**src/rtl/cursor_input.sv**
```systemverilog
// cursor_input: button sync/debounce, auto-repeat cursor axes, button code.
// Define CURSOR_WRAP_EN to make cursor steps wrap around at the edges.

module cursor_axis #(
  parameter int REPEAT_DELAY  = 12500000,
  parameter int REPEAT_PERIOD = 2500000,
  parameter int MAX           = 63,
  parameter int INIT          = 32
) (
  input  logic       clk,
  input  logic       rst,
  input  logic       neg,
  input  logic       pos,
  output logic [5:0] coord,
  output logic       changed
);
  typedef enum logic [1:0] {IDLE, DELAY, REPEAT} state_t;

  localparam logic [23:0] RD_LAST = 24'(REPEAT_DELAY - 1);
  localparam logic [23:0] RP_LAST = 24'(REPEAT_PERIOD - 1);
  localparam logic [5:0]  C_MAX   = 6'(MAX);
  localparam logic [5:0]  C_INIT  = 6'(INIT);

  state_t      st, st_n;
  logic [1:0]  act, dir, dir_n;
  logic [23:0] cnt, cnt_n;
  logic        step;
  logic [5:0]  coord_n;

  // {pos, neg}; both or neither pressed means no direction
  assign act = {pos & ~neg, neg & ~pos};

  always_comb begin
    st_n  = st;
    dir_n = dir;
    cnt_n = cnt;
    step  = 1'b0;
    unique case (st)
      IDLE: begin
        if (act != 2'b00) begin
          step  = 1'b1;
          dir_n = act;
          cnt_n = '0;
          st_n  = DELAY;
        end
      end
      DELAY: begin
        if (act != dir) begin
          st_n = IDLE;
        end else if (cnt == RD_LAST) begin
          step  = 1'b1;
          cnt_n = '0;
          st_n  = REPEAT;
        end else begin
          cnt_n = cnt + 24'd1;
        end
      end
      REPEAT: begin
        if (act != dir) begin
          st_n = IDLE;
        end else if (cnt == RP_LAST) begin
          step  = 1'b1;
          cnt_n = '0;
        end else begin
          cnt_n = cnt + 24'd1;
        end
      end
      default: st_n = IDLE;
    endcase
  end

  always_comb begin
    coord_n = coord;
    if (step && dir_n[1]) begin
      if (coord != C_MAX) coord_n = coord + 6'd1;
`ifdef CURSOR_WRAP_EN
      else coord_n = '0;
`endif
    end else if (step && dir_n[0]) begin
      if (coord != 6'd0) coord_n = coord - 6'd1;
`ifdef CURSOR_WRAP_EN
      else coord_n = C_MAX;
`endif
    end
  end

  always_ff @(posedge clk) begin
    if (rst) begin
      st      <= IDLE;
      dir     <= '0;
      cnt     <= '0;
      coord   <= C_INIT;
      changed <= 1'b0;
    end else begin
      st      <= st_n;
      dir     <= dir_n;
      cnt     <= cnt_n;
      coord   <= coord_n;
      changed <= (coord_n != coord);
    end
  end
endmodule

module cursor_input #(
  parameter int DEBOUNCE_CYCLES = 250000,
  parameter int REPEAT_DELAY    = 12500000,
  parameter int REPEAT_PERIOD   = 2500000,
  parameter int X_MAX           = 63,
  parameter int Y_MAX           = 63,
  parameter int X_INIT          = 32,
  parameter int Y_INIT          = 32
) (
  input  logic       clk,
  input  logic       rst,
  input  logic       btn_up,
  input  logic       btn_down,
  input  logic       btn_left,
  input  logic       btn_right,
  input  logic       btn_c,
  input  logic       btn_enter,
  input  logic       btn_pal,
  output logic [5:0] out_x,
  output logic [5:0] out_y,
  output logic [2:0] out_button,
  output logic       moved,
  output logic       press
);
  localparam logic [23:0] DB_LAST = 24'(DEBOUNCE_CYCLES - 1);

  // bit order: up, down, left, right, c, enter, pal
  logic [6:0]  raw, s1, s2, stb;
  logic [23:0] db_cnt [7];
  logic [2:0]  code_n;
  logic        x_chg, y_chg;

  assign raw = {btn_pal, btn_enter, btn_c, btn_right,
                btn_left, btn_down, btn_up};

  always_ff @(posedge clk) begin
    if (rst) begin
      s1  <= '0;
      s2  <= '0;
      stb <= '0;
      for (int i = 0; i < 7; i++) db_cnt[i] <= '0;
    end else begin
      s1 <= raw;
      s2 <= s1;
      for (int i = 0; i < 7; i++) begin
        if (s2[i] == stb[i]) begin
          db_cnt[i] <= '0;
        end else if (db_cnt[i] == DB_LAST) begin
          stb[i]    <= s2[i];
          db_cnt[i] <= '0;
        end else if (db_cnt[i] != '1) begin
          db_cnt[i] <= db_cnt[i] + 24'd1;
        end
      end
    end
  end

  always_comb begin
    code_n = 3'b000;
    unique case (1'b1)
      stb[5] &  stb[6]: code_n = 3'b011;
      stb[5] & ~stb[6]: code_n = 3'b010;
      stb[4] & ~stb[5]: code_n = 3'b100;
      default:          code_n = 3'b000;
    endcase
  end

  always_ff @(posedge clk) begin
    if (rst) begin
      out_button <= 3'b000;
      press      <= 1'b0;
    end else begin
      out_button <= code_n;
      press      <= (code_n != out_button) && (code_n != 3'b000);
    end
  end

  cursor_axis #(
    .REPEAT_DELAY(REPEAT_DELAY), .REPEAT_PERIOD(REPEAT_PERIOD),
    .MAX(X_MAX), .INIT(X_INIT)
  ) u_x (
    .clk(clk), .rst(rst), .neg(stb[2]), .pos(stb[3]),
    .coord(out_x), .changed(x_chg)
  );

  cursor_axis #(
    .REPEAT_DELAY(REPEAT_DELAY), .REPEAT_PERIOD(REPEAT_PERIOD),
    .MAX(Y_MAX), .INIT(Y_INIT)
  ) u_y (
    .clk(clk), .rst(rst), .neg(stb[0]), .pos(stb[1]),
    .coord(out_y), .changed(y_chg)
  );

  assign moved = x_chg | y_chg;
endmodule

```
**config.mk**
```make
export PLATFORM = sky130hd
export DESIGN_NAME = cursor_input
export DESIGN_NICKNAME = d
export VERILOG_FILES = /design/src/rtl/cursor_input.sv
export SDC_FILE = /design/constraint.sdc
export NUM_CORES = 1
export LEC_CHECK = 0
export CAP_MARGIN = 20
export CORE_MARGIN = 10
export CORE_UTILIZATION = 34
export DETAILED_ROUTE_END_ITERATION = 7
export PLACE_DENSITY = 0.59
export SLEW_MARGIN = 40
export SYNTH_ARGS = -nofsm -noshare
export SYNTH_HDL_FRONTEND = slang
export SYNTH_SLANG_ARGS = --single-unit
```
**constraint.sdc**
```tcl
create_clock -name clk -period 3 [get_ports clk]
set_input_delay 0.6 -clock clk [delete_from_list [all_inputs] [get_ports clk]]
set_output_delay 0.6 -clock clk [all_outputs]
set_load 0.01 [all_outputs]
```
==> summary.md, run 1 <==
| Metric | Value |
|---|---|
| Compound-Gate Fraction of Synth Area | 0.04082 |
| Buffers added on ports | 25 |
| CTS tree | yes |
| Kind of path behind the tightest hold check | primary input to flip-flop |
| Arrival time worst endpoint | 3.09 ns |
| Xor-xnor portion of the synthesized cell area | 0.1284 |
| Post-synthesis simple-gate area fraction | 0.2757 |
| Synthesized netlist cell count | 1,442 |
| Cell area after synthesis | 0.01398 sq mm |
| Number of placed I/O pins | 26 |
| # Post-CTS Setup Buffers | 0 |
| Endpoints failing setup | 0 |
| Outcome | finished clean |
| Post-route antenna net violation count | 0 |
| Worst-case clock buffer depth | 3 |
| Number of hold violations in the final report | 0 |
| Slowest cell on the critical path | sky130_fd_sc_hd__a2111oi_2 |
| Cells on worst reg2reg path | 8 |
| Count of state elements after synthesis | 263 |
| Clock buffer count from CTS | 30 |
| Maximum number of pins on one net before global-route repair | 25 |
| Synth Flop Type | sky130_fd_sc_hd__edfxtp_1 |
| Share of the yosys chip area belonging to registers | 0.4970 |
| Proportion of synthesized area in mux cells | 0.01038 |
| CP startpoint | stb[3]$_SDFFE_PP0P_ |
| Deepest level of the CTS H-tree | 1 |
| Launch instance of the worst register-to-register path | stb[3]$_SDFFE_PP0P_ |
| Final worst-path cycle share | 0.8882 |
| Syn Area/Cell | 9.694 sq um |
| Post-DP HPWL | 19.35 mm |
| # resized after CTS | 0 |
| Cells taking the most area after synthesis | sky130_fd_sc_hd__edfxtp_1, sky130_fd_sc_hd__dfxtp_1, sky130_fd_sc_hd__nor2_1, sky130_fd_sc_hd__xnor2_1, sky130_fd_sc_hd__xor2_1 |
| Wire length after detailed routing | 28.09 mm |
| Worst-skew pair later-pin latency | 0.55 ns |
| Total negative setup slack | 0 ns |
| NumNets Final | 1,530 |
| Layout cell share with drive strength beyond 1 | 0.07510 |
| Clock share of power | 0.488 |
| Die extent in y | 222.8 um |
| Number of violations of the max-capacitance limit | 0 |
| Post-synthesis to final-layout area growth | 14.94% |
| Number of max-slew violations in the final report | 0 |
| Max Clock Skew | 0.01342 ns |
| Global-route usage over all layers | 0.1110 |
| Worst stage delay on the critical path | 0.65 ns |
| TritonRoute pass-1 iters | 7 |
| Count of synthesis-stage warnings from yosys | 0 |
| Average detailed-routed wire length per instance | 13.69 um |
| Residual DRC | 0 |
| Count of fill cells added during filler insertion | 4,018 |
| Transition time of the tightest slew-check pin | 0.7284 ns |
| Via-to-Cell Ratio | 4.964 |
| Vias in the first global route | 9,916 |
| Die width | 222.8 um |
| Reg power frac | 0.496 |
| Number of hold buffers added after CTS | 0 |
| Cells traversed along the worst timing path | inv_1 -> ha_1 -> xnor2_1 -> nand4_1 -> a2111oi_2 -> nor2_2 -> o311a_1 -> or4_1 |
| Internal cell power | 6176 uW |
| Clk sinks | 263 |
| Final estimated routing congestion in global placement | 0.8201 |
| Clock transition time at the flip-flop clock pins of the worst setup and hold paths | 0.06 ns |
| Reported leakage power | 0.005418 uW |
| Root buf cell | sky130_fd_sc_hd__clkbuf_16 |
| Initial antenna violation count | 1 |
| Residual overflow from global routing | 0 |
| Worst R2R End | u_x.coord[5]$_SDFF_PP1_ |
| Combinational family with the most area after synthesis | simple AND/OR/NAND/NOR gates |
| Combinational power share | 0.016 |
| Max Clock Freq | 375.3 MHz |
| Required arrival time at the worst endpoint | 3.43 ns |
| Placement Rows | 74 |
| Ratio of total power to cell area | 481.2 mW/mm^2 |
| Most frequent standard cell in the layout excluding fill and tap cells | sky130_fd_sc_hd__nor2_1 |
| R2R setup slack | 0.34 ns |
| Peak supply drop | 370.6 uV |
| Rel. slew slack | 0.5099 |
| Overall Power | 7731 uW |
| Initial core utilization | 0.3431 |
| Switching fraction of total power | 0.2012 |
| Async SR Flop Fraction | 0 |
| Sort of element at the start of the critical path | flip-flop |
| Synth Area in Adders | 0.02417 |
| Worst setup endpoint | u_x.coord[5]$_SDFF_PP1_ |
| Number of enable-type register cells in the synthesized netlist | 168 |
| Global-route wire length before repair | 48.42 mm |
| Kind of critical path | flip-flop to flip-flop |
| Commonest cells after routing, fill and taps aside | sky130_fd_sc_hd__nor2_1, sky130_fd_sc_hd__edfxtp_1, sky130_fd_sc_hd__nand3_1, sky130_fd_sc_hd__xnor2_1, sky130_fd_sc_hd__xor2_1 |
| Final worst path period need | 2.665 ns |
| Initial DRC Count | 578 |
| Cell taking the most area after synthesis | sky130_fd_sc_hd__edfxtp_1 |
| Critical Path Sink Type | flip-flop |
| Count of different cell masters after synthesis | 72 |
| Top-area cell type share of the netlist area | 0.3609 |
| Maximum fanout encountered on the critical timing path | 6 |
| Total die area | 0.04962 sq mm |
| Switching Power | 1555 uW |
| Total nets after synthesis | 1,478 |
| Count of vias placed by the detailed router | 10,190 |
| RSZ-0062 raised after global routing | no |
| Placeable core region | 0.04074 sq mm |
power groups by stage:
stage	Clock, uW	Sequential [uW]	Combinational, uW
CTS	3900	3830	126
detailed placement	0	3910	126
finish	3770	3830	123
global route	4030	3830	137
global placement	0	3910	125
floorplan	0	3910	74.1
layout make-up:
class,instances,area (sq um),share of cell area
clock buffer,47,969.7,0.06035
tap,532,665.6,0.04143
clock inverter,9,87.58,0.005451
sequential,263,6947,0.4324
antenna,2,5.005,0.0003115
inverter,49,183.9,0.01145
timing repair buffer,58,505.5,0.03146
multi-input combinational,1092,6703,0.4172
routing by layer:
layer	GRT usage	up-vias	part of all wire
li1	-	5233	-
met1	0.1486	4822	0.49
met2	0.1819	99	0.46
met3	0.01759	32	0.031
met4	0.02964	0	0.021
met5	0	-	0
synthesized netlist by cell type (3+ instances only):
cell and instances:
sky130_fd_sc_hd__nor2_1 277, sky130_fd_sc_hd__edfxtp_1 168, sky130_fd_sc_hd__nand3_1 105, sky130_fd_sc_hd__xnor2_1 105, sky130_fd_sc_hd__xor2_1 100, sky130_fd_sc_hd__dfxtp_1 95, sky130_fd_sc_hd__nand2_1 85, sky130_fd_sc_hd__nand4_1 54
sky130_fd_sc_hd__inv_1 49, sky130_fd_sc_hd__nor3_1 44, sky130_fd_sc_hd__and3_1 42, sky130_fd_sc_hd__clkbuf_1 35, sky130_fd_sc_hd__nor4_1 35, sky130_fd_sc_hd__ha_1 27, sky130_fd_sc_hd__a21oi_1 24, sky130_fd_sc_hd__nor2b_1 20
sky130_fd_sc_hd__o21ai_0 18, sky130_fd_sc_hd__and4_1 16, sky130_fd_sc_hd__or3_1 13, sky130_fd_sc_hd__nand2b_1 12, sky130_fd_sc_hd__mux2i_1 10, sky130_fd_sc_hd__nor4b_1 10, sky130_fd_sc_hd__or2_2 10, sky130_fd_sc_hd__and2_1 8
sky130_fd_sc_hd__a31oi_1 7, sky130_fd_sc_hd__or4_1 5, sky130_fd_sc_hd__mux2_2 4, sky130_fd_sc_hd__nand3b_1 4, sky130_fd_sc_hd__o21a_1 4, sky130_fd_sc_hd__a2111oi_0 3
flip-flops by register name (all words and copies together) (netlist names):
| name | count |
|---|---|
| db_cnt | 168 |
| u_x.cnt | 24 |
| u_y.cnt | 24 |
| s1 | 7 |
| s2 | 7 |
| stb | 7 |
| u_x.coord | 6 |
| u_y.coord | 6 |
| out_button | 3 |
| u_x.dir | 2 |
| u_x.st | 2 |
| u_y.dir | 2 |
| u_y.st | 2 |
| press | 1 |
| u_x.changed | 1 |
| u_y.changed | 1 |
cell families (layout without fill, tap and decap cells):
| kind of cell | Yosys count | count (layout) |
|---|---|---|
| simple gates | 762 | 762 |
| flops | 263 | 263 |
| xor+xnor | 205 | 205 |
| buf+inv | 87 | 163 |
| compound gates | 84 | 84 |
| fa+ha+maj | 27 | 27 |
| mux | 14 | 14 |
| other cells | 0 | 2 |
critical path: cells and delay by family, from the launching register on:
family / cells / cell delay, ns
buf+inv: 1 / 0.06
xor+xnor: 1 / 0.29
simple gates: 3 / 0.78
compound gates: 2 / 0.81
flops: 1 / 0.38
fa+ha+maj: 1 / 0.22
worst min path at each step:
| stage | endpoint | start | slack (ns) | cells past startpoint |
|---|---|---|---|---|
| 3_5_place_dp | s2[0]$_SDFF_PP0_ | s1[0]$_SDFF_PP0_ | 0.43 | 1 |
| 5_1_grt | stb[5]$_SDFFE_PP0P_ | rst | 0.44 | 2 |
| 6_report | stb[5]$_SDFFE_PP0P_ | rst | 0.43 | 2 |
| 3_3_place_gp | s2[0]$_SDFF_PP0_ | s1[0]$_SDFF_PP0_ | 0.43 | 1 |
| 4_1_cts | stb[5]$_SDFFE_PP0P_ | rst | 0.41 | 2 |
| 2_1_floorplan | s2[0]$_SDFF_PP0_ | s1[0]$_SDFF_PP0_ | 0.41 | 1 |
through the flow:
stage	utilization	area, sq um	setup slack (ns)	std cells	hold WS [ns]
floorplan	-	13980	0.3787	1442	0.4138
global placement	0.3683	15000	0.3789	1994	0.4297
detailed placement	0.3683	15000	0.3457	1994	0.4289
CTS	0.3943	16060	0.3224	2050	0.4139
global route	0.3943	16060	0.005196	2050	0.4391
finish	0.3944	16070	0.3355	2052	0.4325
No activity file was read; power rests on OpenSTA's default activity.
==> run 2, diff against run 1 <==
RECOVER_POWER = 50   (was not set)
==> summary.md, run 2 (same netlist as run 1, synthesis figures left out) <==
| Metric | Value |
|---|---|
| Top routing layer used | met4 |
| Final worst path period need | 2.667 ns (+0.002983 ns) |
| Placeable core region | 0.04074 sq mm (unchanged) |
| Worst-case clock buffer depth | 3 (unchanged) |
| Initial core utilization | 0.3431 (unchanged) |
| TritonRoute pass-1 iters | 4 (-3) |
| Endpoints failing setup | 0 (unchanged) |
| # resized after CTS | 0 (unchanged) |
| Hold Startpoint | s1[0]$_SDFF_PP0_ |
| Kind of path behind the tightest hold check | flip-flop to flip-flop |
| Arrival time worst endpoint | 3.09 ns (about the same) |
| Clk sinks | 263 (unchanged) |
| Count of vias placed by the detailed router | 10,190 (+0.079%) |
| Outcome | finished clean |
| CP startpoint | stb[3]$_SDFFE_PP0P_ |
| Worst-skew pair later-pin latency | 0.56 ns (about the same) |
| Number of hold buffers added after CTS | 0 (unchanged) |
| Reported leakage power | 0.005417 uW (about the same) |
| Die extent in y | 222.8 um (unchanged) |
| Vias in the first global route | 9,916 (unchanged) |
| Die width | 222.8 um (unchanged) |
| Register with the highest flop count | db_cnt |
| Number of hold violations in the final report | 0 (unchanged) |
| NumNets Final | 1,530 (unchanged) |
| Maximum number of pins on one net before global-route repair | 25 (unchanged) |
| Average detailed-routed wire length per instance | 13.69 um (about the same) |
| Post-DP HPWL | 19.35 mm (unchanged) |
| Required arrival time at the worst endpoint | 3.43 ns (about the same) |
| Buffers added on ports | 25 (unchanged) |
| Kind of critical path | flip-flop to flip-flop |
| Via-to-Cell Ratio | 4.970 (+0.13%) |
| Wire length after detailed routing | 28.07 mm (about the same) |
| Max Clock Freq | 374.9 MHz (-0.11%) |
| Root buf cell | sky130_fd_sc_hd__clkbuf_16 |
| Clock transition time at the flip-flop clock pins of the worst setup and hold paths | 0.06 ns (about the same) |
| Peak supply drop | 370.0 uV (-0.15%) |
| Final estimated routing congestion in global placement | 0.8201 (unchanged) |
| Layout cell share with drive strength beyond 1 | 0.06588 (-0.009223) |
| Global-route usage over all layers | 0.1110 (unchanged) |
| Most frequent standard cell in the layout excluding fill and tap cells | sky130_fd_sc_hd__nor2_1 |
| Transition time of the tightest slew-check pin | 1.045 ns (+0.3165 ns) |
| Global-route wire length before repair | 48.42 mm (unchanged) |
| CTS tree | yes |
| Number of violations of the max-capacitance limit | 0 (unchanged) |
| Sort of element at the start of the critical path | flip-flop |
| Final hold slack | 0.4383 ns (+0.005719 ns) |
| Rel. slew slack | 0.3034 (-0.2065) |
| Registers with the most flip-flops | db_cnt: 168 flops, u_x.cnt: 24 flops, u_y.cnt: 24 flops |
| Residual DRC | 0 (unchanged) |
| Post-synthesis to final-layout area growth | 14.45% |
| Post-detailed-placement cell area | 0.01500 sq mm (unchanged) |
| Clock buffer count from CTS | 30 (unchanged) |
| Initial antenna violation count | 1 (unchanged) |
| Number of placed I/O pins | 26 (unchanged) |
| Total negative setup slack | 0 ns (unchanged) |
| Routed length on met1 | 13.82 mm (about the same) |
| Launch instance of the worst register-to-register path | stb[3]$_SDFFE_PP0P_ |
| Post-route antenna net violation count | 0 (unchanged) |
| Overall Power | 7727 uW (about the same) |
| Maximum fanout encountered on the critical timing path | 6 (unchanged) |
| Number of max-slew violations in the final report | 0 (unchanged) |
| Ratio of total power to cell area | 483.0 mW/mm^2 (+0.38%) |
| Residual overflow from global routing | 0 (unchanged) |
| Placement Rows | 74 (unchanged) |
| # Post-CTS Setup Buffers | 0 (unchanged) |
| Layout Utilization | 0.3927 (-0.001690) |
| Initial DRC Count | 510 (-12%) |
| Final std cell area, no fill | 0.01600 sq mm (-0.43%) |
| WL met3 | 888 um (+2.5%) |
| Max Clock Skew | 0.01414 ns (+0.0007176 ns) |
| Met2 wire length | 12.77 mm (-0.21%) |
| Total die area | 0.04962 sq mm (unchanged) |
| Commonest cells after routing, fill and taps aside | sky130_fd_sc_hd__nor2_1, sky130_fd_sc_hd__edfxtp_1, sky130_fd_sc_hd__nand3_1, sky130_fd_sc_hd__xnor2_1, sky130_fd_sc_hd__xor2_1 |
| RSZ-0062 raised after global routing | no |
| Flip-flop count of the largest register, all copies and words added | 168 (unchanged) |
| Deepest level of the CTS H-tree | 1 (unchanged) |
| Critical Path Sink Type | flip-flop |
| Final worst-path cycle share | 0.8892 (+0.0009943) |
run 2: cell count changes in the layout (fill, tap and decap cells not counted), sizes merged:
| cell | change |
|---|---|
| buf | -19 |
| clkbuf | +19 |
| clkdlybuf4s50 | -17 |
| diode | -1 |
| dlygate4sd3 | +17 |
run 2: metrics by stage:
stage	cells	worst slack, ns
after CTS	2050	0.3224
after floorplan	1442	0.3787
final	2051	0.3325
after global placement	1994	0.3789
after global routing	2050	0.005196
after detailed placement	1994	0.3457
run 2: worst max-delay path, cell delays in order, from the launching register on:
cell and delay (ns):
sky130_fd_sc_hd__dfxtp_1 0.38, sky130_fd_sc_hd__inv_1 0.06, sky130_fd_sc_hd__ha_1 0.22, sky130_fd_sc_hd__xnor2_1 0.29
sky130_fd_sc_hd__nand4_1 0.16, sky130_fd_sc_hd__a2111oi_2 0.65, sky130_fd_sc_hd__nor2_2 0.13, sky130_fd_sc_hd__o311a_1 0.16
sky130_fd_sc_hd__or4_1 0.49
run 2: area by class of cell:
class | instances | area (sq um)
antenna | 1 | 2.502
sequential | 263 | 6947
tap | 532 | 665.6
fill | 4036 | 24740
inverter | 49 | 183.9
timing repair buffer | 58 | 445.4
clock inverter | 9 | 87.58
clock buffer | 47 | 969.7
multi-input combinational | 1092 | 6696
run 2: report_power, final:
group / internal, uW / switching, uW
clock network: 2310 / 1470
registers: 3820 / 12.3
logic: 44.2 / 73.4
total: 6170 / 1560
run 2: routing by layer:
| layer | track usage | vias up |
|---|---|---|
| met3 | 0.01759 | 32 |
| li1 | - | 5232 |
| met1 | 0.1486 | 4816 |
| met5 | 0 | - |
| met4 | 0.02964 | 0 |
| met2 | 0.1819 | 114 |
run 2: final timing paths:
path | endpoint | slack (ns) | cells past startpoint
hold reg to reg | s2[0]$_SDFF_PP0_ | 0.44 | 1
hold / removal | s2[0]$_SDFF_PP0_ | 0.44 | 1
setup reg to reg | u_x.coord[5]$_SDFF_PP1_ | 0.33 | 8
setup / recovery | u_x.coord[5]$_SDFF_PP1_ | 0.33 | 8
==> run 3, diff against run 2 <==
CORE_MARGIN = not set   (was 10)
TNS_END_PERCENT = 50   (was not set)
==> summary.md, run 3 (same netlist as run 1, synthesis figures left out) <==
| Metric | Value |
|---|---|
| Via-to-Cell Ratio | 4.986 (+0.32%) |
| Cells traversed along the worst timing path | inv_1 -> ha_1 -> xnor2_1 -> nand4_1 -> a2111oi_2 -> nor2_2 -> o311a_1 -> or4_1 |
| Worst-case clock buffer depth | 3 (unchanged) |
| Reported leakage power | 0.005373 uW (-0.82%) |
| Maximum number of pins on one net before global-route repair | 25 (unchanged) |
| Max Clock Freq | 369.3 MHz (-1.5%) |
| Root buf cell | sky130_fd_sc_hd__clkbuf_16 |
| Final hold slack | 0.4326 ns (-0.005672 ns) |
| Number of max-slew violations in the final report | 0 (unchanged) |
| Count of fill cells added during filler insertion | 3,910 (-3.1%) |
| Number of violations of the max-capacitance limit | 0 (unchanged) |
| Kind of path behind the tightest hold check | flip-flop to flip-flop |
| Global-route usage over all layers | 0.1340 (+0.02305) |
| Initial antenna violation count | 0 (-1) |
| Number of placed I/O pins | 26 (unchanged) |
| NumNets Final | 1,535 (+0.33%) |
| Worst-skew pair later-pin latency | 0.56 ns (about the same) |
| Register with the highest flop count | db_cnt |
| Required arrival time at the worst endpoint | 3.43 ns (about the same) |
| Count of vias placed by the detailed router | 10,210 (+0.18%) |
| Critical Path Sink Type | flip-flop |
| Maximum fanout encountered on the critical timing path | 6 (unchanged) |
| # Post-CTS Setup Buffers | 0 (unchanged) |
| Peak supply drop | 385.9 uV (+4.3%) |
| Clock transition time at the flip-flop clock pins of the worst setup and hold paths | 0.06 ns (about the same) |
| Kind of critical path | flip-flop to flip-flop |
| Residual overflow from global routing | 0 (unchanged) |
| Final worst path period need | 2.708 ns (+0.04050 ns) |
| CTS tree | yes |
| Total negative setup slack | 0 ns (unchanged) |
| Total die area | 0.04193 sq mm (-16%) |
| Layout cell share with drive strength beyond 1 | 0.06303 (-0.002843) |
| Slowest cell on the critical path | sky130_fd_sc_hd__a2111oi_2 |
| Final estimated routing congestion in global placement | 0.8211 (+0.12%) |
| Vias in the first global route | 9,798 (-1.2%) |
| Number of hold buffers added after CTS | 0 (unchanged) |
| RSZ-0062 raised after global routing | no |
| Die width | 204.8 um (-8.1%) |
| Commonest cells after routing, fill and taps aside | sky130_fd_sc_hd__nor2_1, sky130_fd_sc_hd__edfxtp_1, sky130_fd_sc_hd__nand3_1, sky130_fd_sc_hd__xnor2_1, sky130_fd_sc_hd__xor2_1 |
| Post-synthesis to final-layout area growth | 13.95% |
| Transition time of the tightest slew-check pin | 1.142 ns (+0.09733 ns) |
| Clock buffer count from CTS | 30 (unchanged) |
| Endpoints failing setup | 0 (unchanged) |
| Initial core utilization | 0.3486 (+0.005493) |
| Registers with the most flip-flops | db_cnt: 168 flops, u_x.cnt: 24 flops, u_y.cnt: 24 flops |
| Final worst-path cycle share | 0.9027 (+0.01350) |
| Arrival time worst endpoint | 3.14 ns (+0.05 ns) |
| Number of hold violations in the final report | 0 (unchanged) |
| Count of inserted antenna diode cells | 0 (-1) |
| Worst stage delay on the critical path | 0.64 ns (about the same) |
| Buffers added on ports | 25 (unchanged) |
| Residual DRC | 0 (unchanged) |
| Deepest level of the CTS H-tree | 1 (unchanged) |
| Flip-flop count of the largest register, all copies and words added | 168 (unchanged) |
| Post-route antenna net violation count | 0 (unchanged) |
| Global-route wire length before repair | 47.36 mm (-2.2%) |
| Wire length after detailed routing | 27.63 mm (-1.6%) |
| Die extent in y | 204.8 um (-8.1%) |
| Placeable core region | 0.04010 sq mm (-1.6%) |
| Sort of element at the start of the critical path | flip-flop |
| # resized after CTS | 0 (unchanged) |
| Average detailed-routed wire length per instance | 13.49 um (-1.4%) |
| Ratio of total power to cell area | 475.7 mW/mm^2 (-1.5%) |
| Post-DP HPWL | 18.93 mm (-2.1%) |
| Rel. slew slack | 0.2385 (-0.06489) |
| Area taken by multi-input logic gates | 0.006696 sq mm (unchanged) |
| Initial DRC Count | 523 (+2.5%) |
| Max Clock Skew | 0.01253 ns (-0.001611 ns) |
| Placement Rows | 73 (-1.4%) |
| Outcome | finished clean |
| Clk sinks | 263 (unchanged) |
| Most frequent standard cell in the layout excluding fill and tap cells | sky130_fd_sc_hd__nor2_1 |
| TritonRoute pass-1 iters | 6 (+2) |
| Storage cell area | 0.006947 sq mm (unchanged) |
-- run 3: power breakdown --
part           internal [uW]  switching [uW]  total, uW
clock                   2120            1500       3620
combinational           44.9            78.5        123
sequential              3820            12.1       3830
-- run 3: worst paths after layout --
kind,start,endpoint,slack [ns],depth (start not counted)
worst max-delay path,stb[3]$_SDFFE_PP0P_,u_x.coord[5]$_SDFF_PP1_,0.29,8
worst min-delay path,s1[6]$_SDFF_PP0_,s2[6]$_SDFF_PP0_,0.43,1
worst max register to register,stb[3]$_SDFFE_PP0P_,u_x.coord[5]$_SDFF_PP1_,0.29,8
worst min register to register,s1[6]$_SDFF_PP0_,s2[6]$_SDFF_PP0_,0.43,1
-- run 3: through the flow --
step / area (sq um) / worst slack [ns] / util / std cells / total power, uW
after floorplan: 13980 / 0.3787 / - / 1442 / 3983
after global placement: 15030 / 0.3945 / 0.3749 / 1992 / 4039
after detailed placement: 15030 / 0.2807 / 0.3749 / 1992 / 4041
after CTS: 16020 / 0.2808 / 0.3994 / 2048 / 7699
after global routing: 15930 / 0.05627 / 0.3972 / 2048 / 7832
final: 15930 / 0.2920 / 0.3972 / 2048 / 7577
-- run 3: area by class of cell --
cell class,instances,area share
multi-input cells,1092,0.4204
repair buffers,63,0.02899
clock buffers,37,0.05200
well taps,525,0.04124
inverters,49,0.01155
flip-flops and latches,263,0.4361
clock inverters,19,0.009662
-- run 3: per-layer routing --
layer | wire [um] | vias up | track usage
met5 | 0 | - | 0
met3 | 869 | 40 | 0.02116
met4 | 620 | 0 | 0.03705
met2 | 12400 | 132 | 0.2201
li1 | - | 5230 | -
met1 | 13740 | 4810 | 0.1816
-- run 3: critical path: cells and delay by family (launching register included) --
kind | cells | cell delay, ns
buffers and inverters | 1 | 0.07
AO/OA/AOI/OAI | 2 | 0.80
adder cells (fa/ha/maj) | 1 | 0.22
flip-flops | 1 | 0.40
XOR/XNOR | 1 | 0.29
AND/OR/NAND/NOR | 3 | 0.80
